--- config.mk ---
export PLATFORM = sky130hd
export DESIGN_NAME = stack_sequencer_flat
export DESIGN_NICKNAME = d
export VERILOG_FILES = /design/src/rtl/stack_sequencer_if.sv /design/src/rtl/stack_sequencer.sv /design/src/flat_wrapper.sv
export SDC_FILE = /design/constraint.sdc
export NUM_CORES = 1
export LEC_CHECK = 0
export ABC_AREA = 1
export CAP_MARGIN = 30
export CORE_ASPECT_RATIO = 0.8
export CORE_MARGIN = 4
export CORE_UTILIZATION = 50
export CTS_CLUSTER_DIAMETER = 40
export CTS_CLUSTER_SIZE = 24
export DETAILED_ROUTE_END_ITERATION = 8
export HOLD_SLACK_MARGIN = 0.05
export PLACE_DENSITY = 0.76
export SLEW_MARGIN = 15
export SYNTH_ARGS = -nofsm -noshare
export SYNTH_HDL_FRONTEND = slang
export SYNTH_SLANG_ARGS = --single-unit
--- constraint.sdc ---
create_clock -name clk -period 5.49 [get_ports clk]
set_input_delay 0.549 -clock clk [delete_from_list [all_inputs] [get_ports clk]]
set_output_delay 0.549 -clock clk [all_outputs]
set_load 0.02 [all_outputs]
--- src/rtl/stack_sequencer_if.sv ---
// Command/response and operand-stack signals between decode, stack_sequencer and the stack.
// master is the sequencer's view; slave is the surrounding decode logic plus the stack.
interface stack_sequencer_if #(
    parameter int WIDTH = 8
);
    logic             cmd_valid;
    logic             cmd_ready;
    logic [3:0]       cmd_op;
    logic [WIDTH-1:0] cmd_imm;
    logic [1:0]       st_op;
    logic [WIDTH-1:0] st_data;
    logic [WIDTH-1:0] st_tos;
    logic [1:0]       st_status;
    logic [1:0]       st_error;
    logic             rsp_valid;
    logic [1:0]       rsp_trap;

    modport master (
        input  cmd_valid, cmd_op, cmd_imm, st_tos, st_status, st_error,
        output cmd_ready, st_op, st_data, rsp_valid, rsp_trap
    );

    modport slave (
        output cmd_valid, cmd_op, cmd_imm, st_tos, st_status, st_error,
        input  cmd_ready, st_op, st_data, rsp_valid, rsp_trap
    );
endinterface

--- src/rtl/stack_sequencer.sv ---
// Runs one WASM-style stack instruction at a time against a registered stack.
// A shadow depth counter lets illegal instructions trap before the stack is touched.
module stack_sequencer #(
    parameter int WIDTH = 8,
    parameter int DEPTH = 1
) (
    input  logic               clk,
    input  logic               reset,
    stack_sequencer_if.master  bus,
    output logic [DEPTH+1:0]   depth,
    output logic               desync
);
    localparam logic [1:0] OP_NONE    = 2'd0;
    localparam logic [1:0] OP_PUSH    = 2'd1;
    localparam logic [1:0] OP_POP     = 2'd2;
    localparam logic [1:0] OP_REPLACE = 2'd3;
    localparam logic [1:0] STATUS_EMPTY = 2'd1;
    localparam logic [1:0] ERROR_NONE   = 2'd0;

    localparam logic [3:0] OPC_NOP   = 4'd0;
    localparam logic [3:0] OPC_CONST = 4'd1;
    localparam logic [3:0] OPC_DROP  = 4'd2;
    localparam logic [3:0] OPC_DUP   = 4'd3;
    localparam logic [3:0] OPC_ADD   = 4'd4;
    localparam logic [3:0] OPC_SUB   = 4'd5;
    localparam logic [3:0] OPC_AND   = 4'd6;
    localparam logic [3:0] OPC_OR    = 4'd7;
    localparam logic [3:0] OPC_XOR   = 4'd8;
    localparam logic [3:0] OPC_EQZ   = 4'd9;

    localparam logic [DEPTH+1:0] MAX_STACK = {1'b0, {(DEPTH+1){1'b1}}};
    localparam logic [DEPTH+1:0] DEPTH_ONE = {{(DEPTH+1){1'b0}}, 1'b1};

    typedef enum logic [1:0] {IDLE, EXEC, FETCH2, RESP} state_t;

    state_t           state;
    state_t           state_next;
    logic [3:0]       op_q;
    logic [WIDTH-1:0] imm_q;
    logic [WIDTH-1:0] b_q;
    logic [1:0]       trap_q;
    logic             op_issued;
    logic [1:0]       trap_code;
    logic             is_binary;
    logic [WIDTH-1:0] alu;

    assign is_binary = (op_q >= OPC_ADD) && (op_q <= OPC_XOR);

    always_comb begin
        trap_code = 2'd0;
        if (op_q > OPC_EQZ)
            trap_code = 2'd3;
        else if (((op_q == OPC_DROP || op_q == OPC_DUP || op_q == OPC_EQZ) && depth == '0) ||
                 (is_binary && depth <= DEPTH_ONE))
            trap_code = 2'd1;
        else if ((op_q == OPC_CONST || op_q == OPC_DUP) && depth == MAX_STACK)
            trap_code = 2'd2;
    end

    // In FETCH2 the stack top is the deeper operand a; b was captured during the POP.
    always_comb begin
        alu = '0;
        case (op_q)
            OPC_ADD: alu = bus.st_tos + b_q;
            OPC_SUB: alu = bus.st_tos - b_q;
            OPC_AND: alu = bus.st_tos & b_q;
            OPC_OR:  alu = bus.st_tos | b_q;
            OPC_XOR: alu = bus.st_tos ^ b_q;
            default: alu = '0;
        endcase
    end

    always_ff @(posedge clk) begin
        if (reset) begin
            state     <= IDLE;
            op_q      <= '0;
            imm_q     <= '0;
            b_q       <= '0;
            trap_q    <= 2'd0;
            op_issued <= 1'b0;
            depth     <= '0;
            desync    <= 1'b0;
        end else begin
            state <= state_next;
            case (state)
                IDLE: begin
                    if (bus.cmd_valid) begin
                        op_q  <= bus.cmd_op;
                        imm_q <= bus.cmd_imm;
                    end
                end
                EXEC: begin
                    trap_q    <= trap_code;
                    b_q       <= bus.st_tos;
                    op_issued <= (trap_code == 2'd0) && (op_q != OPC_NOP);
                    if (trap_code == 2'd0) begin
                        if (op_q == OPC_CONST || op_q == OPC_DUP)
                            depth <= depth + DEPTH_ONE;
                        else if (op_q == OPC_DROP || is_binary)
                            depth <= depth - DEPTH_ONE;
                    end
                end
                RESP: begin
                    if ((op_issued && bus.st_error != ERROR_NONE) ||
                        ((bus.st_status == STATUS_EMPTY) != (depth == '0)))
                        desync <= 1'b1;
                end
                default: ;
            endcase
        end
    end

    always_comb begin
        state_next = state;
        case (state)
            IDLE:    if (bus.cmd_valid) state_next = EXEC;
            EXEC:    state_next = (trap_code == 2'd0 && is_binary) ? FETCH2 : RESP;
            FETCH2:  state_next = RESP;
            RESP:    state_next = IDLE;
            default: state_next = IDLE;
        endcase
    end

    always_comb begin
        bus.cmd_ready = (state == IDLE);
        bus.rsp_valid = (state == RESP);
        bus.rsp_trap  = trap_q;
        bus.st_op     = OP_NONE;
        bus.st_data   = '0;
        if (state == EXEC && trap_code == 2'd0) begin
            case (op_q)
                OPC_CONST: begin
                    bus.st_op   = OP_PUSH;
                    bus.st_data = imm_q;
                end
                OPC_DUP: begin
                    bus.st_op   = OP_PUSH;
                    bus.st_data = bus.st_tos;
                end
                OPC_EQZ: begin
                    bus.st_op   = OP_REPLACE;
                    bus.st_data = {{(WIDTH-1){1'b0}}, (bus.st_tos == '0)};
                end
                OPC_DROP, OPC_ADD, OPC_SUB, OPC_AND, OPC_OR, OPC_XOR:
                    bus.st_op = OP_POP;
                default: ;
            endcase
        end else if (state == FETCH2) begin
            bus.st_op   = OP_REPLACE;
            bus.st_data = alu;
        end
    end
endmodule

--- src/flat_wrapper.sv ---
// flat-port wrapper written by rule: the top's interface ports become plain ports
module stack_sequencer_flat 
#(
    parameter int WIDTH = 8,
    parameter int DEPTH = 1
)
  (clk, reset, depth, desync, bus_cmd_valid, bus_cmd_op, bus_cmd_imm, bus_st_tos, bus_st_status, bus_st_error, bus_cmd_ready, bus_st_op, bus_st_data, bus_rsp_valid, bus_rsp_trap);
  stack_sequencer_if #(.WIDTH(WIDTH)) bus_i ();
  input  logic clk;
  input  logic reset;
  output logic [DEPTH+1:0] depth;
  output logic desync;
  input wire logic [$bits(bus_i.cmd_valid)-1:0] bus_cmd_valid;
  input wire logic [$bits(bus_i.cmd_op)-1:0] bus_cmd_op;
  input wire logic [$bits(bus_i.cmd_imm)-1:0] bus_cmd_imm;
  input wire logic [$bits(bus_i.st_tos)-1:0] bus_st_tos;
  input wire logic [$bits(bus_i.st_status)-1:0] bus_st_status;
  input wire logic [$bits(bus_i.st_error)-1:0] bus_st_error;
  output wire logic [$bits(bus_i.cmd_ready)-1:0] bus_cmd_ready;
  output wire logic [$bits(bus_i.st_op)-1:0] bus_st_op;
  output wire logic [$bits(bus_i.st_data)-1:0] bus_st_data;
  output wire logic [$bits(bus_i.rsp_valid)-1:0] bus_rsp_valid;
  output wire logic [$bits(bus_i.rsp_trap)-1:0] bus_rsp_trap;
  assign bus_i.cmd_valid = bus_cmd_valid;
  assign bus_i.cmd_op = bus_cmd_op;
  assign bus_i.cmd_imm = bus_cmd_imm;
  assign bus_i.st_tos = bus_st_tos;
  assign bus_i.st_status = bus_st_status;
  assign bus_i.st_error = bus_st_error;
  assign bus_cmd_ready = bus_i.cmd_ready;
  assign bus_st_op = bus_i.st_op;
  assign bus_st_data = bus_i.st_data;
  assign bus_rsp_valid = bus_i.rsp_valid;
  assign bus_rsp_trap = bus_i.rsp_trap;
  stack_sequencer #(.WIDTH(WIDTH), .DEPTH(DEPTH)) u_core (.clk(clk), .reset(reset), .bus(bus_i), .depth(depth), .desync(desync));
endmodule
# Word level (Yosys, flattened, before mapping)
# Cells that the tools add are included.
dict set report op_classes {
  add_sub_neg 4
  magnitude_cmp 4
  eq_ne 16
  n_mux 15
  n_bitwise 3
  reduce_logical 26
}
# cell count
set op_table {}
lappend op_table {{one-hot mux 8 bit (5 select lines)} 1}
lappend op_table {{one-hot mux 8 bit (3 select lines)} 1}
lappend op_table {{equality test 4 x 3 -> 1 bit (second input constant)} 4}
lappend op_table {{2-to-1 mux 8 bit} 2}
lappend op_table {{2-to-1 mux 2 bit} 6}
lappend op_table {{adder 8 bit} 1}
lappend op_table {{AND 8 bit} 1}
lappend op_table {{equality test 4 x 2 -> 1 bit (second input constant)} 2}
lappend op_table {{equality test 4 bit (second input constant)} 2}
lappend op_table {{logical AND 1 bit} 8}
lappend op_table {{logical NOT 8 bit} 1}
lappend op_table {{OR 8 bit} 1}
lappend op_table {{one-hot mux 2 bit (4 select lines)} 1}
lappend op_table {{subtractor 8 bit} 1}
lappend op_table {{bitwise XOR 8 bit} 1}
lappend op_table {{logical OR 1 bit} 6}
lappend op_table {{2-to-1 mux 3 bit} 2}
lappend op_table {{one-hot mux 2 bit (3 select lines)} 1}
lappend op_table {{OR reduction 6 bit} 1}
lappend op_table {{equality test 2 x 1 -> 1 bit (second input constant)} 2}
lappend op_table {{equality test 2 bit (second input constant)} 2}
lappend op_table {{equality test 4 x 1 -> 1 bit (second input constant)} 1}
lappend op_table {{greater-or-equal comparator 4 x 3 -> 1 bit (second input constant)} 1}
lappend op_table {{greater-than comparator 4 bit (second input constant)} 1}
lappend op_table {{15 further kinds} 18}
dict set report word_totals {
  register_bits 29
  in_bits 27
  output_inout_bits 18
  elab_cells 76
}

# Logic depth before layout (Yosys ltp)
# Gate-level depths: netlist of run 1.
dict set report logic_depth {
  depth_word 11
  depth_mapped 19
  mapped_depth_nobuf 18
}

# Least setup slack after synthesis of run 1
# OpenSTA, ideal clock, no wires.
dict set report synth_timing {
  kind {register to output}
  start {register u_core.op_q[2]}
  end {output bus_st_data[6]}
  t_arrival_ns 2.216
  required_time_ns 4.941
  slack_ns 2.725
  path_stages_with_launch 16
  path_buffers 1
  path_cell_list {dfxtp_1 inv_2 nor2_2 buf_4 nand2_2 o21ai_0 xor2_1 inv_1 ha_1 nand2_1 or2_2 nand4_1 nand3_1 nand2_1 nand2_1 nand2_1}
}
dict set report synth_between {
  elab_chain_cells 10
  elab_cells_between_ends 29
  cone_classes {order compare (3); eq/ne (9); mux (7); reduce/logical (10)}
}
# element line_no
set synth_rtl {}
lappend synth_rtl {{start: declaration} stack_sequencer.sv:38} ;# logic [3:0] op_q;
lappend synth_rtl {{start signal: assignment} stack_sequencer.sv:88} ;# op_q <= bus.cmd_op;
lappend synth_rtl {{branches (longest 9 deep; another with greater-or-equal comparator 4 x 3 -> 1 bit)} --}
lappend synth_rtl {{2-to-1 mux 8 bit *} stack_sequencer.sv:130} ;# if (state == EXEC && trap_code == 2'd0) begin
lappend synth_rtl {{end: declaration} flat_wrapper.sv:21} ;# output wire logic [$bits(bus_i.st_data)-1:0] bus_st_data;
# Every way passes the cells marked *.

# Final worst setup path of run 1
dict set report layout_timing {
  start {register u_core.op_q[2]}
  end {output bus_st_data[7]}
}
# The elaborated chain is that of the path after synthesis.

==> impl_results.html, run 1 <==
<table>
<tr><th>Metric</th><th>Value</th></tr>
<tr><th colspan="2">Logic synthesis</th></tr>
<tr><td>Commonest cells post-synth</td><td>sky130_fd_sc_hd__nand2_1 (74), sky130_fd_sc_hd__inv_1 (49), sky130_fd_sc_hd__o21ai_0 (44), sky130_fd_sc_hd__nor2_1 (39), sky130_fd_sc_hd__ha_1 (32)</td></tr>
<tr><td>Top-area cell type share of the netlist area</td><td>22.66%</td></tr>
<tr><td>Yosys cell types</td><td>37</td></tr>
<tr><td>Post-synthesis cell area</td><td>2562 sq um</td></tr>
<tr><td>Largest area contributor in the synthesized netlist</td><td>sky130_fd_sc_hd__dfxtp_1</td></tr>
<tr><td>Main area contributors after synthesis</td><td>sky130_fd_sc_hd__dfxtp_1 (23%), sky130_fd_sc_hd__ha_1 (16%), sky130_fd_sc_hd__nand2_1 (11%)</td></tr>
<tr><td>Most numerous cell in the Yosys netlist</td><td>sky130_fd_sc_hd__nand2_1</td></tr>
<tr><td>Yosys Warn Count</td><td>0</td></tr>
<tr><td>Number of enable flip-flop cells after synthesis</td><td>0</td></tr>
<tr><td>Mapped Cells</td><td>382</td></tr>
<tr><td>Per-instance average area after synthesis</td><td>6.708 sq um</td></tr>
<tr><td>Ys flop type</td><td>sky130_fd_sc_hd__dfxtp_1</td></tr>
<tr><td>Net count after synthesis</td><td>442</td></tr>
<tr><td>Proportion of synthesized flip-flops having asynchronous set or reset</td><td>0%</td></tr>
<tr><td>Synthesis-stage register bit count</td><td>29</td></tr>
<tr><td>Proportion of synthesized chip area in sequential cells</td><td>22.66%</td></tr>
<tr><th colspan="2">Critical path</th></tr>
<tr><td>Launching element type of the critical path</td><td>flop</td></tr>
<tr><td>Internal reg-to-reg setup slack</td><td>3.51 ns</td></tr>
<tr><td>Worst setup path startpoint</td><td>u_core.op_q[2]$_SDFFE_PP0P_</td></tr>
<tr><td>Data arrival time at the worst-slack endpoint</td><td>3.50 ns</td></tr>
<tr><td>Data required time of the critical path</td><td>4.94 ns</td></tr>
<tr><td>Worst-case reg-to-reg path depth</td><td>11</td></tr>
<tr><td>Crit end category</td><td>primary output</td></tr>
<tr><td>Capture point of the worst path</td><td>bus_st_data[7]</td></tr>
<tr><td>Category of the most critical setup path</td><td>flop to primary output</td></tr>
<tr><td>Endpoint of the most critical register-to-register path</td><td>u_core.op_issued$_SDFFE_PP0N_</td></tr>
<tr><td>Biggest fanout along the worst timing path</td><td>11</td></tr>
<tr><td>Origin of the critical flop-to-flop path</td><td>u_core.op_q[2]$_SDFFE_PP0P_</td></tr>
<tr><th colspan="2">Floorplan</th></tr>
<tr><td>Starting density of the core</td><td>51.47%</td></tr>
<tr><td>Die W</td><td>88.04 um</td></tr>
<tr><td>DIE AREA</td><td>6342 sq um</td></tr>
<tr><td>Number of top-level pins</td><td>45</td></tr>
<tr><td>CORE AREA</td><td>4979 sq um</td></tr>
<tr><td>Die Y</td><td>72.03 um</td></tr>
<tr><td>FP Rows</td><td>23</td></tr>
<tr><th colspan="2">Clock network</th></tr>
<tr><td>Clock slew at the register clock pins of the worst setup and hold paths</td><td>0.07 ns</td></tr>
<tr><td>Root buffer selected by CTS</td><td>sky130_fd_sc_hd__clkbuf_8</td></tr>
<tr><td>Sink count of the clock tree</td><td>29</td></tr>
<tr><td>Buffers inserted by post-CTS timing repair</td><td>0</td></tr>
<tr><td>Hold-fix buffers at CTS</td><td>0</td></tr>
<tr><td>Worst-skew pair later-pin latency</td><td>0.28 ns</td></tr>
<tr><td>Number of levels the H-tree was split into</td><td>2</td></tr>
<tr><td>Clock buffers created by TritonCTS</td><td>5</td></tr>
<tr><td>Post-cts sizing count</td><td>0</td></tr>
<tr><td>TritonCTS clock tree</td><td>done</td></tr>
<tr><td>Worst-case clock buffer depth</td><td>2</td></tr>
<tr><th colspan="2">GRT</th></tr>
<tr><td>Antenna violations before repair</td><td>0</td></tr>
<tr><td>Number of global-route vias before repair</td><td>2507</td></tr>
<tr><td>First-pass GRT wire length</td><td>11390 um</td></tr>
<tr><td>Total gr overflow</td><td>0</td></tr>
<tr><td>Maximum number of pins on one net before global-route repair</td><td>27</td></tr>
<tr><td>Overall routing resource usage</td><td>22.34%</td></tr>
<tr><th colspan="2">Detailed routing</th></tr>
<tr><td>Remaining number of nets flagged by the antenna check after routing</td><td>0</td></tr>
<tr><td>Number of search-and-repair iterations in the first detailed-routing pass</td><td>7</td></tr>
<tr><td>Number of violations reported at the end of detailed-routing iteration 0</td><td>151</td></tr>
<tr><td>Number of vias in the routed layout</td><td>2675</td></tr>
<tr><td>Drt drc</td><td>0</td></tr>
<tr><td>Total routed wirelength</td><td>6977 um</td></tr>
<tr><td>Mean number of vias per cell</td><td>5.459</td></tr>
<tr><td>Wirelength per Cell</td><td>14.24 um</td></tr>
<tr><th colspan="2">Timing</th></tr>
<tr><td>Final worst slack</td><td>1.437 ns</td></tr>
<tr><td>Post-Route Skew</td><td>0.005048 ns</td></tr>
<tr><td>Crit share post-route</td><td>73.83%</td></tr>
<tr><td>Peak Freq</td><td>246.7 MHz</td></tr>
<tr><td>Hold_ws</td><td>0.4779 ns</td></tr>
<tr><td>Min Tclk post-route</td><td>4.053 ns</td></tr>
<tr><td>RSZ-0062 raised after global routing</td><td>no</td></tr>
<tr><td>Transition time at the pin with the least slew margin</td><td>0.8934 ns</td></tr>
<tr><td>Number of slew-limit violations in the final report</td><td>0</td></tr>
<tr><td>Final sum of negative setup slack</td><td>0 ns</td></tr>
<tr><td>Total count of hold-check failures in the final report</td><td>0</td></tr>
<tr><td>Setup violation total in the final timing report</td><td>0</td></tr>
<tr><td>Max-Slew Margin vs Limit</td><td>40.44%</td></tr>
<tr><th colspan="2">Placed design</th></tr>
<tr><td>Count of buffers from port buffering</td><td>44</td></tr>
<tr><td>Setup WS pre-CTS</td><td>1.819 ns</td></tr>
<tr><td>Routability cong.</td><td>0.9205</td></tr>
<tr><td>Standard cell area after detailed placement</td><td>3054 sq um</td></tr>
<tr><td>Detail Placement HPWL</td><td>5428 um</td></tr>
<tr><th colspan="2">Power and ir drop</th></tr>
<tr><td>Max rail drop VDD</td><td>0.0002736 V</td></tr>
<tr><td>Total power divided by cell area</td><td>510.2 nW/um^2</td></tr>
<tr><td>LEAKAGE</td><td>1.443 nW</td></tr>
<tr><th colspan="2">Run status</th></tr>
<tr><td>Status</td><td>complete, no violations</td></tr>
<tr><th colspan="2">Cells and area</th></tr>
<tr><td>Number of filler cells placed in the layout</td><td>481</td></tr>
<tr><td>Non-Filler Cell Area, Final</td><td>3174 sq um</td></tr>
<tr><td>Register area</td><td>580.6 sq um</td></tr>
<tr><td>Layout net count</td><td>487</td></tr>
<tr><td>Growth of design area from synthesis to finish</td><td>23.88%</td></tr>
<tr><td>Share of layout cells above drive strength 1</td><td>7.710%</td></tr>
<tr><td># diodes</td><td>0</td></tr>
<tr><td>Multi-input gate area in the final layout</td><td>1752 sq um</td></tr>
<tr><th colspan="2">Flow run</th></tr>
<tr><td>Total of max-cap violations</td><td>0</td></tr>
<tr><th colspan="2">Worst hold path</th></tr>
<tr><td>Hold Path Class</td><td>flop to flop</td></tr>
</table>
## cells by family after synthesis
family,Yosys count,share of synthesized area (%)
AO/OA/AOI/OAI,86,18.46
XOR/XNOR,9,3.076
adder cells (fa/ha/maj),33,16.41
buffers and inverters,60,8.984
flip-flops,29,22.66
AND/OR/NAND/NOR,165,30.42
## placed cells by master (no fill, tap or decap), types with 3 or more instances in the layout
master | Yosys | routed
sky130_fd_sc_hd__nand3_1 | 22 | 22
sky130_fd_sc_hd__nor2_2 | 5 | 5
sky130_fd_sc_hd__clkbuf_8 | 0 | 6
sky130_fd_sc_hd__dfxtp_1 | 29 | 29
sky130_fd_sc_hd__o21ai_0 | 44 | 44
sky130_fd_sc_hd__nand2_4 | 3 | 3
sky130_fd_sc_hd__nand2_1 | 74 | 74
sky130_fd_sc_hd__clkdlybuf4s50_1 | 0 | 44
sky130_fd_sc_hd__nand2_2 | 4 | 4
sky130_fd_sc_hd__xor2_1 | 7 | 7
sky130_fd_sc_hd__inv_2 | 4 | 4
sky130_fd_sc_hd__nand3b_1 | 4 | 4
sky130_fd_sc_hd__o21ai_1 | 3 | 3
sky130_fd_sc_hd__nand4_1 | 4 | 4
sky130_fd_sc_hd__nor2_1 | 39 | 39
sky130_fd_sc_hd__inv_1 | 49 | 49
sky130_fd_sc_hd__nor2_4 | 3 | 3
sky130_fd_sc_hd__a21oi_1 | 26 | 26
sky130_fd_sc_hd__ha_1 | 32 | 32
## final cells by class
class                           count  share of cell area [%]
Clock buffer                        6                   2.602
Clock inverter                      2                   1.183
Inverter                           54                   6.425
Multi-Input combinational cell    293                   55.18
Sequential cell                    29                   18.29
Tap cell                           62                   2.444
Timing Repair Buffer               44                   13.87
## registers in the layout, summed over array words and instances, names as in the netlist
register and flops:
u_core.state 2, u_core.imm_q 8, u_core.desync 1, u_core.bus.rsp_trap 2, u_core.op_q 4, u_core.b_q 8
u_core.depth 3, u_core.op_issued 1
## critical path: stages (launching register included)
cell	delay, ns
sky130_fd_sc_hd__dfxtp_1	0.45
sky130_fd_sc_hd__inv_2	0.10
sky130_fd_sc_hd__nor2_2	0.35
sky130_fd_sc_hd__nand2_2	0.19
sky130_fd_sc_hd__o41ai_1	0.15
sky130_fd_sc_hd__xor2_1	0.20
sky130_fd_sc_hd__inv_1	0.06
sky130_fd_sc_hd__ha_1	0.32
sky130_fd_sc_hd__nand2_1	0.10
sky130_fd_sc_hd__inv_1	0.04
sky130_fd_sc_hd__nand2_1	0.06
sky130_fd_sc_hd__nand2_1	0.05
sky130_fd_sc_hd__a21oi_1	0.17
sky130_fd_sc_hd__inv_1	0.06
sky130_fd_sc_hd__nand2_1	0.06
sky130_fd_sc_hd__nand3_1	0.07
sky130_fd_sc_hd__nand2_1	0.08
sky130_fd_sc_hd__nand2_1	0.05
sky130_fd_sc_hd__nand2_1	0.06
sky130_fd_sc_hd__clkdlybuf4s50_1	0.60
## report_power, final
part	internal, mW	switching, mW	leakage, nW
combinational	0.388	0.646	1.15
clock	0.147	0.0900	0.0574
sequential	0.276	0.0716	0.239
total	0.812	0.807	1.44
## stage by stage
stage / cells / util (%) / power, mW
global route: 490 / 63.76 / 1.768
global placement: 482 / 61.35 / 1.341
detailed placement: 482 / 61.35 / 1.368
floorplan: 382 / - / 1.105
CTS: 490 / 63.76 / 1.612
finish: 490 / 63.76 / 1.619
## per-layer routing
metal / part of all wire (%) / track usage [%] / routed length, um / up-vias
met5: 0 / 0 / 0 / -
met4: 0.85 / 4.027 / 59 / 0
met2: 45 / 36.45 / 3159 / 94
li1: - / - / - / 1345
met3: 7.4 / 4.313 / 515 / 9
met1: 46 / 31.09 / 3242 / 1227
## how the worst min path moves through the flow
stage                     depth (start not counted)                       endpoint                          start  slack, ns
final                                             2  u_core.op_issued$_SDFFE_PP0N_  u_core.op_issued$_SDFFE_PP0N_       0.48
after global routing                              2  u_core.op_issued$_SDFFE_PP0N_  u_core.op_issued$_SDFFE_PP0N_       0.51
after CTS                                         2  u_core.op_issued$_SDFFE_PP0N_  u_core.op_issued$_SDFFE_PP0N_       0.49
after detailed placement                          2   u_core.imm_q[6]$_SDFFE_PP0P_   u_core.imm_q[6]$_SDFFE_PP0P_       0.47
after global placement                            2     u_core.desync$_SDFFE_PP0P_     u_core.desync$_SDFFE_PP0P_       0.46
after floorplan                                   2  u_core.op_issued$_SDFFE_PP0N_  u_core.op_issued$_SDFFE_PP0N_       0.45
Power figures use the tool's default switching activity.
==> inputs of run 2 (changes only) <==
==> constraint.sdc (replaced) <==
create_clock -name clk -period 3.8 [get_ports clk]
set_input_delay 0.38 -clock clk [delete_from_list [all_inputs] [get_ports clk]]
set_output_delay 0.38 -clock clk [all_outputs]
set_load 0.02 [all_outputs]
==> run 2 against run 1 <==
Compared with the run above: combinational power up 48%; via count rose by 0.15%; final cell count up 0.61%; total power is 46% higher; non-clock buffer count is 3 higher; critical path depth is 4 lower; critical path type unchanged; largest cell class unchanged; highest routed layer unchanged.
==> impl_results.html, run 2 (same netlist as run 1, synthesis figures left out) <==
<table>
<tr><th>Metric</th><th>Value</th></tr>
<tr><th colspan="2">Timing</th></tr>
<tr><td>Post-Route Skew</td><td>0.005001 ns</td></tr>
<tr><td>Final sum of negative setup slack</td><td>0 ns</td></tr>
<tr><td>Setup violation total in the final timing report</td><td>0</td></tr>
<tr><td>Number of slew-limit violations in the final report</td><td>0</td></tr>
<tr><td>Crit share post-route</td><td>92.62%</td></tr>
<tr><td>RSZ-0062 raised after global routing</td><td>no</td></tr>
<tr><td>Peak Freq</td><td>284.1 MHz</td></tr>
<tr><td>Min Tclk post-route</td><td>3.519 ns</td></tr>
<tr><td>Final worst slack</td><td>0.2806 ns</td></tr>
<tr><td>Max-Slew Margin vs Limit</td><td>48.72%</td></tr>
<tr><td>Total count of hold-check failures in the final report</td><td>0</td></tr>
<tr><td>Hold_ws</td><td>0.4778 ns</td></tr>
<tr><td>Transition time at the pin with the least slew margin</td><td>0.7683 ns</td></tr>
<tr><th colspan="2">Placed design</th></tr>
<tr><td>Count of buffers from port buffering</td><td>44</td></tr>
<tr><td>Cells after DPL</td><td>485</td></tr>
<tr><td>Detail Placement HPWL</td><td>5292 um</td></tr>
<tr><td>Routability cong.</td><td>0.8980</td></tr>
<tr><td>Setup WS pre-CTS</td><td>0.4244 ns</td></tr>
<tr><td>Standard cell area after detailed placement</td><td>3077 sq um</td></tr>
<tr><th colspan="2">Critical path</th></tr>
<tr><td>Data arrival time at the worst-slack endpoint</td><td>3.14 ns</td></tr>
<tr><td>Category of the most critical setup path</td><td>flop to primary output</td></tr>
<tr><td>Biggest fanout along the worst timing path</td><td>9</td></tr>
<tr><td>Internal reg-to-reg setup slack</td><td>2.00 ns</td></tr>
<tr><td>Launching element type of the critical path</td><td>flop</td></tr>
<tr><td>Data required time of the critical path</td><td>3.42 ns</td></tr>
<tr><td>Endpoint of the most critical register-to-register path</td><td>u_core.op_issued$_SDFFE_PP0N_</td></tr>
<tr><td>Worst-case reg-to-reg path depth</td><td>12</td></tr>
<tr><td>Capture point of the worst path</td><td>bus_st_data[6]</td></tr>
<tr><td>Cell with the biggest individual delay on the critical path</td><td>sky130_fd_sc_hd__clkdlybuf4s50_1</td></tr>
<tr><td>Crit end category</td><td>primary output</td></tr>
<tr><td>Crit path cell chain</td><td>inv_2 &gt; nor2_2 &gt; nand2_2 &gt; o21ai_0 &gt; xor2_1 &gt; inv_1 &gt; ha_1 &gt; nand2_1 &gt; or2_2 &gt; nand4_1 &gt; nand3_1 &gt; nand2_1 &gt; nand2_1 &gt; nand2_1 &gt; clkdlybuf4s50_1</td></tr>
<tr><td>Origin of the critical flop-to-flop path</td><td>u_core.op_q[2]$_SDFFE_PP0P_</td></tr>
<tr><td>Dominant cell type by count on the critical path</td><td>sky130_fd_sc_hd__nand2_1</td></tr>
<tr><td>CP peak stage delay</td><td>0.60 ns</td></tr>
<tr><td>Worst setup path startpoint</td><td>u_core.op_q[2]$_SDFFE_PP0P_</td></tr>
<tr><th colspan="2">GRT</th></tr>
<tr><td>Antenna violations before repair</td><td>0</td></tr>
<tr><td>Number of global-route vias before repair</td><td>2450</td></tr>
<tr><td>Overall routing resource usage</td><td>22.43%</td></tr>
<tr><td>Total gr overflow</td><td>0</td></tr>
<tr><td>Maximum number of pins on one net before global-route repair</td><td>27</td></tr>
<tr><td>First-pass GRT wire length</td><td>11380 um</td></tr>
<tr><th colspan="2">Run status</th></tr>
<tr><td>Status</td><td>complete, no violations</td></tr>
<tr><th colspan="2">Clock network</th></tr>
<tr><td>Worst-skew pair later-pin latency</td><td>0.29 ns</td></tr>
<tr><td>Clock slew at the register clock pins of the worst setup and hold paths</td><td>0.07 ns</td></tr>
<tr><td>Sink count of the clock tree</td><td>29</td></tr>
<tr><td>Root buffer selected by CTS</td><td>sky130_fd_sc_hd__clkbuf_8</td></tr>
<tr><td>TritonCTS clock tree</td><td>done</td></tr>
<tr><td>Post-cts sizing count</td><td>0</td></tr>
<tr><td>Hold-fix buffers at CTS</td><td>0</td></tr>
<tr><td>Clock buffers created by TritonCTS</td><td>5</td></tr>
<tr><td>Number of levels the H-tree was split into</td><td>2</td></tr>
<tr><td>Buffers inserted by post-CTS timing repair</td><td>0</td></tr>
<tr><td>Worst-case clock buffer depth</td><td>2</td></tr>
<tr><th colspan="2">Cells and area</th></tr>
<tr><td>Non-Filler Cell Area, Final</td><td>3208 sq um</td></tr>
<tr><td>Number of filler cells placed in the layout</td><td>480</td></tr>
<tr><td>Commonest non-fill, non-tap cell in the layout</td><td>sky130_fd_sc_hd__nand2_1</td></tr>
<tr><td>Share of layout cells above drive strength 1</td><td>8.817%</td></tr>
<tr><td>Registers with the highest flip-flop counts</td><td>u_core.b_q (8), u_core.imm_q (8), u_core.op_q (4)</td></tr>
<tr><td># diodes</td><td>0</td></tr>
<tr><td>Final Non-Filler Cells</td><td>493</td></tr>
<tr><td>Layout net count</td><td>490</td></tr>
<tr><td>Growth of design area from synthesis to finish</td><td>25.20%</td></tr>
<tr><td>Most used cells in the layout excluding fill and tap cells</td><td>sky130_fd_sc_hd__nand2_1 (74), sky130_fd_sc_hd__inv_1 (49), sky130_fd_sc_hd__o21ai_0 (43), sky130_fd_sc_hd__clkdlybuf4s50_1 (42), sky130_fd_sc_hd__nor2_1 (39)</td></tr>
<tr><td>Utilization after layout</td><td>64.44%</td></tr>
<tr><th colspan="2">Worst hold path</th></tr>
<tr><td>WHS Path Cells</td><td>2</td></tr>
<tr><td>Hold Path Class</td><td>flop to flop</td></tr>
<tr><th colspan="2">Detailed routing</th></tr>
<tr><td>Number of search-and-repair iterations in the first detailed-routing pass</td><td>5</td></tr>
<tr><td>Wirelength per Cell</td><td>13.81 um</td></tr>
<tr><td>Remaining number of nets flagged by the antenna check after routing</td><td>0</td></tr>
<tr><td>Mean number of vias per cell</td><td>5.434</td></tr>
<tr><td>Number of violations reported at the end of detailed-routing iteration 0</td><td>186</td></tr>
<tr><td>Drt drc</td><td>0</td></tr>
<tr><td>Number of vias in the routed layout</td><td>2679</td></tr>
<tr><td>Total routed wirelength</td><td>6808 um</td></tr>
<tr><th colspan="2">Flow run</th></tr>
<tr><td>Total of max-cap violations</td><td>0</td></tr>
<tr><th colspan="2">Power and ir drop</th></tr>
<tr><td>Total power divided by cell area</td><td>738.4 nW/um^2</td></tr>
<tr><td>PnR Total Power</td><td>2.369 mW</td></tr>
<tr><td>LEAKAGE</td><td>1.498 nW</td></tr>
<tr><td>Max rail drop VDD</td><td>0.0003817 V</td></tr>
<tr><th colspan="2">Floorplan</th></tr>
<tr><td>FP Rows</td><td>23</td></tr>
<tr><td>Die Y</td><td>72.03 um</td></tr>
<tr><td>Number of top-level pins</td><td>45</td></tr>
<tr><td>DIE AREA</td><td>6342 sq um</td></tr>
<tr><td>Starting density of the core</td><td>51.47%</td></tr>
<tr><td>CORE AREA</td><td>4979 sq um</td></tr>
<tr><td>Die W</td><td>88.04 um</td></tr>
</table>
==> run 2: cell types whose count changed in the layout (fill, tap and decap cells not counted) <==
cell | before | now
sky130_fd_sc_hd__o21ai_0 | 44 | 43
sky130_fd_sc_hd__dlymetal6s2s_1 | 0 | 2
sky130_fd_sc_hd__o21ai_1 | 3 | 4
sky130_fd_sc_hd__nor3_1 | 2 | 1
sky130_fd_sc_hd__buf_4 | 0 | 3
sky130_fd_sc_hd__clkdlybuf4s50_1 | 44 | 42
sky130_fd_sc_hd__nor3_2 | 0 | 1
sky130_fd_sc_hd__dfxtp_2 | 0 | 1
sky130_fd_sc_hd__dfxtp_1 | 29 | 28
==> run 2: area by class of cell <==
cell class / count / area [sq um] / share of cell area [%]
inverter: 54 / 203.9 / 6.357
sequential: 29 / 581.8 / 18.14
multi-input combinational: 293 / 1757 / 54.76
clock buffer: 6 / 82.58 / 2.574
clock inverter: 2 / 37.54 / 1.170
tap: 62 / 77.57 / 2.418
timing repair buffer: 47 / 467.9 / 14.59
==> run 2: power by group <==
group / internal [mW] / switching (mW) / total [mW]
Sequential: 0.400 / 0.0946 / 0.494
Clock: 0.213 / 0.137 / 0.350
Combinational: 0.577 / 0.947 / 1.52
==> run 2: how the worst min path moves through the flow <==
stage	startpoint	endpoint	slack, ns
after global placement	u_core.desync$_SDFFE_PP0P_	u_core.desync$_SDFFE_PP0P_	0.45
after CTS	u_core.desync$_SDFFE_PP0P_	u_core.desync$_SDFFE_PP0P_	0.48
final	u_core.desync$_SDFFE_PP0P_	u_core.desync$_SDFFE_PP0P_	0.48
after detailed placement	u_core.desync$_SDFFE_PP0P_	u_core.desync$_SDFFE_PP0P_	0.46
after floorplan	reset	u_core.op_issued$_SDFFE_PP0N_	0.44
after global routing	u_core.imm_q[5]$_SDFFE_PP0P_	u_core.imm_q[5]$_SDFFE_PP0P_	0.52
==> run 2: worst max-delay path, delay by kind of cell (launching register included) <==
kind / cells / cell delay (ns)
adder cells (fa/ha/maj): 1 / 0.34
AND/OR/NAND/NOR: 9 / 1.02
AO/OA/AOI/OAI: 1 / 0.15
flip-flops: 1 / 0.43
buffers and inverters: 3 / 0.75
XOR/XNOR: 1 / 0.16
==> run 2: layer usage <==
| layer | GRT usage (%) | vias up | share of wire [%] |
|---|---|---|---|
| met4 | 4.362 | 0 | 0.37 |
| met1 | 32.11 | 1213 | 48 |
| met5 | 0 | - | 0 |
| met3 | 5.335 | 2 | 7.7 |
| met2 | 34.62 | 111 | 44 |
| li1 | - | 1353 | - |
==> patch 1, RTL diff (config.mk and constraints of run 1) <==
`WIDTH` is set to 8 in 3 places; all go to 6.
--- a/src/rtl/stack_sequencer_if.sv
+++ b/src/rtl/stack_sequencer_if.sv
@@ -1,7 +1,7 @@
 // Command/response and operand-stack signals between decode, stack_sequencer and the stack.
 // master is the sequencer's view; slave is the surrounding decode logic plus the stack.
 interface stack_sequencer_if #(
-    parameter int WIDTH = 8
+    parameter int WIDTH = 6
 );
     logic             cmd_valid;
     logic             cmd_ready;
--- a/src/rtl/stack_sequencer.sv
+++ b/src/rtl/stack_sequencer.sv
@@ -1,7 +1,7 @@
 // Runs one WASM-style stack instruction at a time against a registered stack.
 // A shadow depth counter lets illegal instructions trap before the stack is touched.
 module stack_sequencer #(
-    parameter int WIDTH = 8,
+    parameter int WIDTH = 6,
     parameter int DEPTH = 1
 ) (
     input  logic               clk,
--- a/src/flat_wrapper.sv
+++ b/src/flat_wrapper.sv
@@ -1,7 +1,7 @@
 // flat-port wrapper written by rule: the top's interface ports become plain ports
 module stack_sequencer_flat 
 #(
-    parameter int WIDTH = 8,
+    parameter int WIDTH = 6,
     parameter int DEPTH = 1
 )
   (clk, reset, depth, desync, bus_cmd_valid, bus_cmd_op, bus_cmd_imm, bus_st_tos, bus_st_status, bus_st_error, bus_cmd_ready, bus_st_op, bus_st_data, bus_rsp_valid, bus_rsp_trap);
Interface: changed (resized bus_cmd_imm, bus_st_data and bus_st_tos); port bits go from 45 to 39. The function was not compared with the original's and may differ.
==> patch 1 against run 1 <==
Sequential power fell by 14%. Routed wire length down 24%. Total power down 25%. Sequential cell count fell by 4. Cell area decreased by 18%. Cell count shrank 17%. Area after synthesis is 17% lower. Via count shrank 20%. Setup slack better by 270 ps. Critical endpoint is now bus_st_data[5]. Largest cell class unchanged.
==> patch 1: results (changes against run 1) <==
status: "complete, no violations"  # unchanged
cpPeakStageDelay_ps: 600  # about the same
n_fill_cell: 408  # was 481
viasPerCell: 5.267  # was 5.459
place_ws_ps: 1893  # was 1819 ps
synth_area_leaders: "dfxtp_1 (23%), ha_1 (16%), nand2_1 (11%)"  # unchanged
whs_ps: 481.2  # was 477.9 ps
post_drt_wl_per_cell_um: 12.98  # was 14.24 µm
num-nets-final: 405  # was 487
rrSetupSlack_ps: 3700  # was 3510 ps
fin_crit_ps: 3788  # was 4053 ps
root_buffer: "clkbuf_8"  # unchanged
clk_latency_ps: 280  # about the same
clk_pin_slew_ps: 100  # was 70 ps
firstDrtPassIters: 6  # was 7
io_buffers: 38  # was 44
synth_common_cells: "nand2_1 (62), inv_1 (41), o21ai_0 (31)"  # was nand2_1 (74), inv_1 (49), o21ai_0 (44)
ys_types: 34  # was 37
largestRegisters: "u_core.b_q: 6 flops, u_core.imm_q: 6 flops, u_core.op_q: 4 flops"  # was u_core.b_q: 8 flops, u_core.imm_q: 8 flops, u_core.op_q: 4 flops
h-tree-depth: 1  # was 2
cts-buffers-inserted: 3  # was 5
p_leak_nw: 1.224  # was 1.443 nW
vdd_drop_max_mv: 0.2783  # was 0.2736 mV
finClkSkew_ps: 7.337  # was 5.048 ps
critical_path.max_fanout: 8  # was 11
ys_seq_area_share_pct: 23.45  # was 22.66%
gp_congestion: 0.8804  # was 0.9205
grt_util_all_layers_pct: 20.74  # was 22.34%
drt_iter0_markers: 169  # was 151
dp_hpwl_mm: 4.205  # was 5.428 mm
grt_max_degree: 24  # was 27
critPathArrivalTime_ps: 3240  # was 3500 ps
worstMarginPinSlew_ps: 778.6  # was 893.4 ps
drive_gt1_share_pct: 8.499  # was 7.710%
grt_pass1_wl_mm: 8.707  # was 11.39 mm
synthesis.nets: 367  # was 442
grt_pass1_vias: 1847  # was 2507
==> patch 1: report_power, final <==
group / switching [mW] / total, mW / leakage [nW] / internal [mW]
registers: 0.0612 / 0.299 / 0.206 / 0.238
clock network: 0.0670 / 0.120 / 0.0261 / 0.0534
logic: 0.486 / 0.796 / 0.992 / 0.310
total: 0.614 / 1.22 / 1.22 / 0.602
==> patch 1: cell type report <==
type,instances,share of cell area (%)
multi-input combinational,238,54.78
sequential,25,19.14
timing repair buffer,38,14.55
inverter,48,6.986
tap,55,2.632
clock buffer,3,1.579
clock inverter,1,0.3349
==> patch 1: worst paths after layout <==
| path | cells past startpoint | startpoint | to |
|---|---|---|---|
| min | 2 | u_core.desync | u_core.desync |
| min reg2reg | 2 | u_core.desync | u_core.desync |
| max | 15 | u_core.op_q[0] | bus_st_data[5] |
| max reg2reg | 8 | u_core.state[1] | u_core.depth[1] |
==> patch 1: cell families (layout without fill, tap and decap cells) <==
kind of cell	Yosys count	count (layout)	synth area share, %
DFF	25	25	23.45
and+or+nand+nor	138	138	31.18
AOI/OAI and AO/OA	65	65	16.30
adders and majority gates	28	28	16.76
xor gates and xnor gates	7	7	2.872
buffers and inverters	53	90	9.438
==> patch 1: metal layers <==
| metal | GRT usage, % | up-vias | wire (µm) | share of wire, % |
|---|---|---|---|---|
| li1 | - | 1115 | - | - |
| met1 | 31.18 | 954 | 2708 | 51 |
| met2 | 31.05 | 76 | 2258 | 43 |
| met3 | 3.270 | 4 | 300 | 5.7 |
| met4 | 3.586 | 0 | 28 | 0.53 |
| met5 | 0 | - | 0 | 0 |
==> patch 1: per-stage QoR <==
stage          std cells  util (%)
6_report             408     66.14
5_1_grt              408     66.14
4_1_cts              408     66.14
3_5_place_dp         404     64.87
3_3_place_gp         404     64.87
2_1_floorplan        316         -
==> patch 2, RTL diff (flow settings as in run 1) <==
Without the edit above. Encoding of `state_t`: now one-hot (4 bits for 4 states).
--- a/src/rtl/stack_sequencer.sv
+++ b/src/rtl/stack_sequencer.sv
@@ -31,7 +31,7 @@
     localparam logic [DEPTH+1:0] MAX_STACK = {1'b0, {(DEPTH+1){1'b1}}};
     localparam logic [DEPTH+1:0] DEPTH_ONE = {{(DEPTH+1){1'b0}}, 1'b1};
 
-    typedef enum logic [1:0] {IDLE, EXEC, FETCH2, RESP} state_t;
+    typedef enum logic [3:0] {IDLE = 4'b0001, EXEC = 4'b0010, FETCH2 = 4'b0100, RESP = 4'b1000} state_t;
 
     state_t           state;
     state_t           state_next;
Formal check against the unedited RTL: same outputs for any inputs over 10 cycles, from zero or initial values and one cycle with reset high; not proved beyond that.
==> patch 2 against run 1 <==
Routed wire length down 2.9%. Setup slack worse by 42 ps. Area after synthesis about the same. Cell area down 1.2%. Core utilization down 0.78 points. Sequential cell count up 2. Via count down 2.6%. Highest routed layer unchanged.
Power is not compared: it rests on default switching activity, and its combinational part moved more than twofold at a synthesized area within 25%.
==> patch 2: results (changes against run 1) <==
status: "complete, no violations"  # unchanged
critPathArrivalTime_ps: 3550  # was 3500 ps
synth-xor-area-share_pct: 3.079  # was 3.076%
r2r_cells: 6  # was 11
place_ws_ps: 1748  # was 1819 ps
synth_adder_area_share_pct: 14.47  # was 16.41%
finalCritPeriodShare_pct: 74.59  # was 73.83%
ys_types: 38  # was 37
synth_compound_gate_area_share_pct: 20.28  # was 18.46%
grt_pass1_wl_mm: 11.47  # was 11.39 mm
vias: 2605  # was 2675
gp_congestion: 0.9185  # was 0.9205
post_drt_wl_per_cell_um: 13.83  # was 14.24 µm
net-switching-power_mw: 0.2436
grt_pass1_vias: 2489  # was 2507
largestRegisters: "u_core.b_q: 8 flops, u_core.imm_q: 8 flops"  # was u_core.b_q: 8 flops, u_core.imm_q: 8 flops, u_core.op_q: 4 flops
num-nets-final: 484  # was 487
rrSetupSlack_ps: 3720  # was 3510 ps
hold_path_end: "u_core.imm_q[5]"  # was u_core.op_issued
grt_max_degree: 25  # was 27
synthesis.nets: 440  # was 442
worstReg2RegStart: "u_core.state[2]"  # was u_core.op_q[2]
dp_hpwl_mm: 5.282  # was 5.428 mm
endpoint: "bus_st_data[5]"  # was bus_st_data[7]
h-tree-depth: 2  # unchanged
p_leak_nw: 1.438
r2r-end: "u_core.op_q[2]"  # was u_core.op_issued
synth_area_leaders: "dfxtp_1 (24%), ha_1 (14%), nand2_1 (12%)"  # was dfxtp_1 (23%), ha_1 (16%), nand2_1 (11%)
drt_iter0_markers: 191  # was 151
ys_seq_area_share_pct: 24.24  # was 22.66%
start_util_pct: 51.42  # was 51.47%
grt_util_all_layers_pct: 22.64  # was 22.34%
finClkSkew_ps: 6.945  # was 5.048 ps
synth_common_cells: "nand2_1 (79), inv_1 (59), o21ai_0 (35)"  # was nand2_1 (74), inv_1 (49), o21ai_0 (44)
firstDrtPassIters: 4  # was 7
hold_start: "u_core.imm_q[5]"  # was u_core.op_issued
vdd_drop_max_mv: 0.1592
-- patch 2: per-stage QoR --
step	utilization [%]	instances	hold WS [ps]	area, µm²
2_1_floorplan	-	384	430.3	2560
3_3_place_gp	61.22	483	443.3	3048
3_5_place_dp	61.22	483	450.3	3048
4_1_cts	62.98	490	466.8	3136
5_1_grt	62.98	490	480.9	3136
6_report	62.98	490	462.9	3136
-- patch 2: routing by layer --
layer | vias to the layer above | share of wire, % | global-route usage, % | wire (µm)
met5 | - | 0 | 0 | 0
met4 | 0 | 0.78 | 4.600 | 53
met3 | 8 | 7.6 | 4.767 | 512
met2 | 85 | 46 | 36.45 | 3115
met1 | 1160 | 46 | 31.40 | 3094
li1 | 1352 | - | - | -
-- patch 2: final cells by class --
cell class / count / area [µm²]
clock buffer: 6 / 82.58
clock inverter: 1 / 5.005
fill: 487 / 1843
inverter: 65 / 244.0
multi-input combinational: 280 / 1658
sequential: 31 / 620.6
tap: 62 / 77.57
timing repair buffer: 45 / 447.9
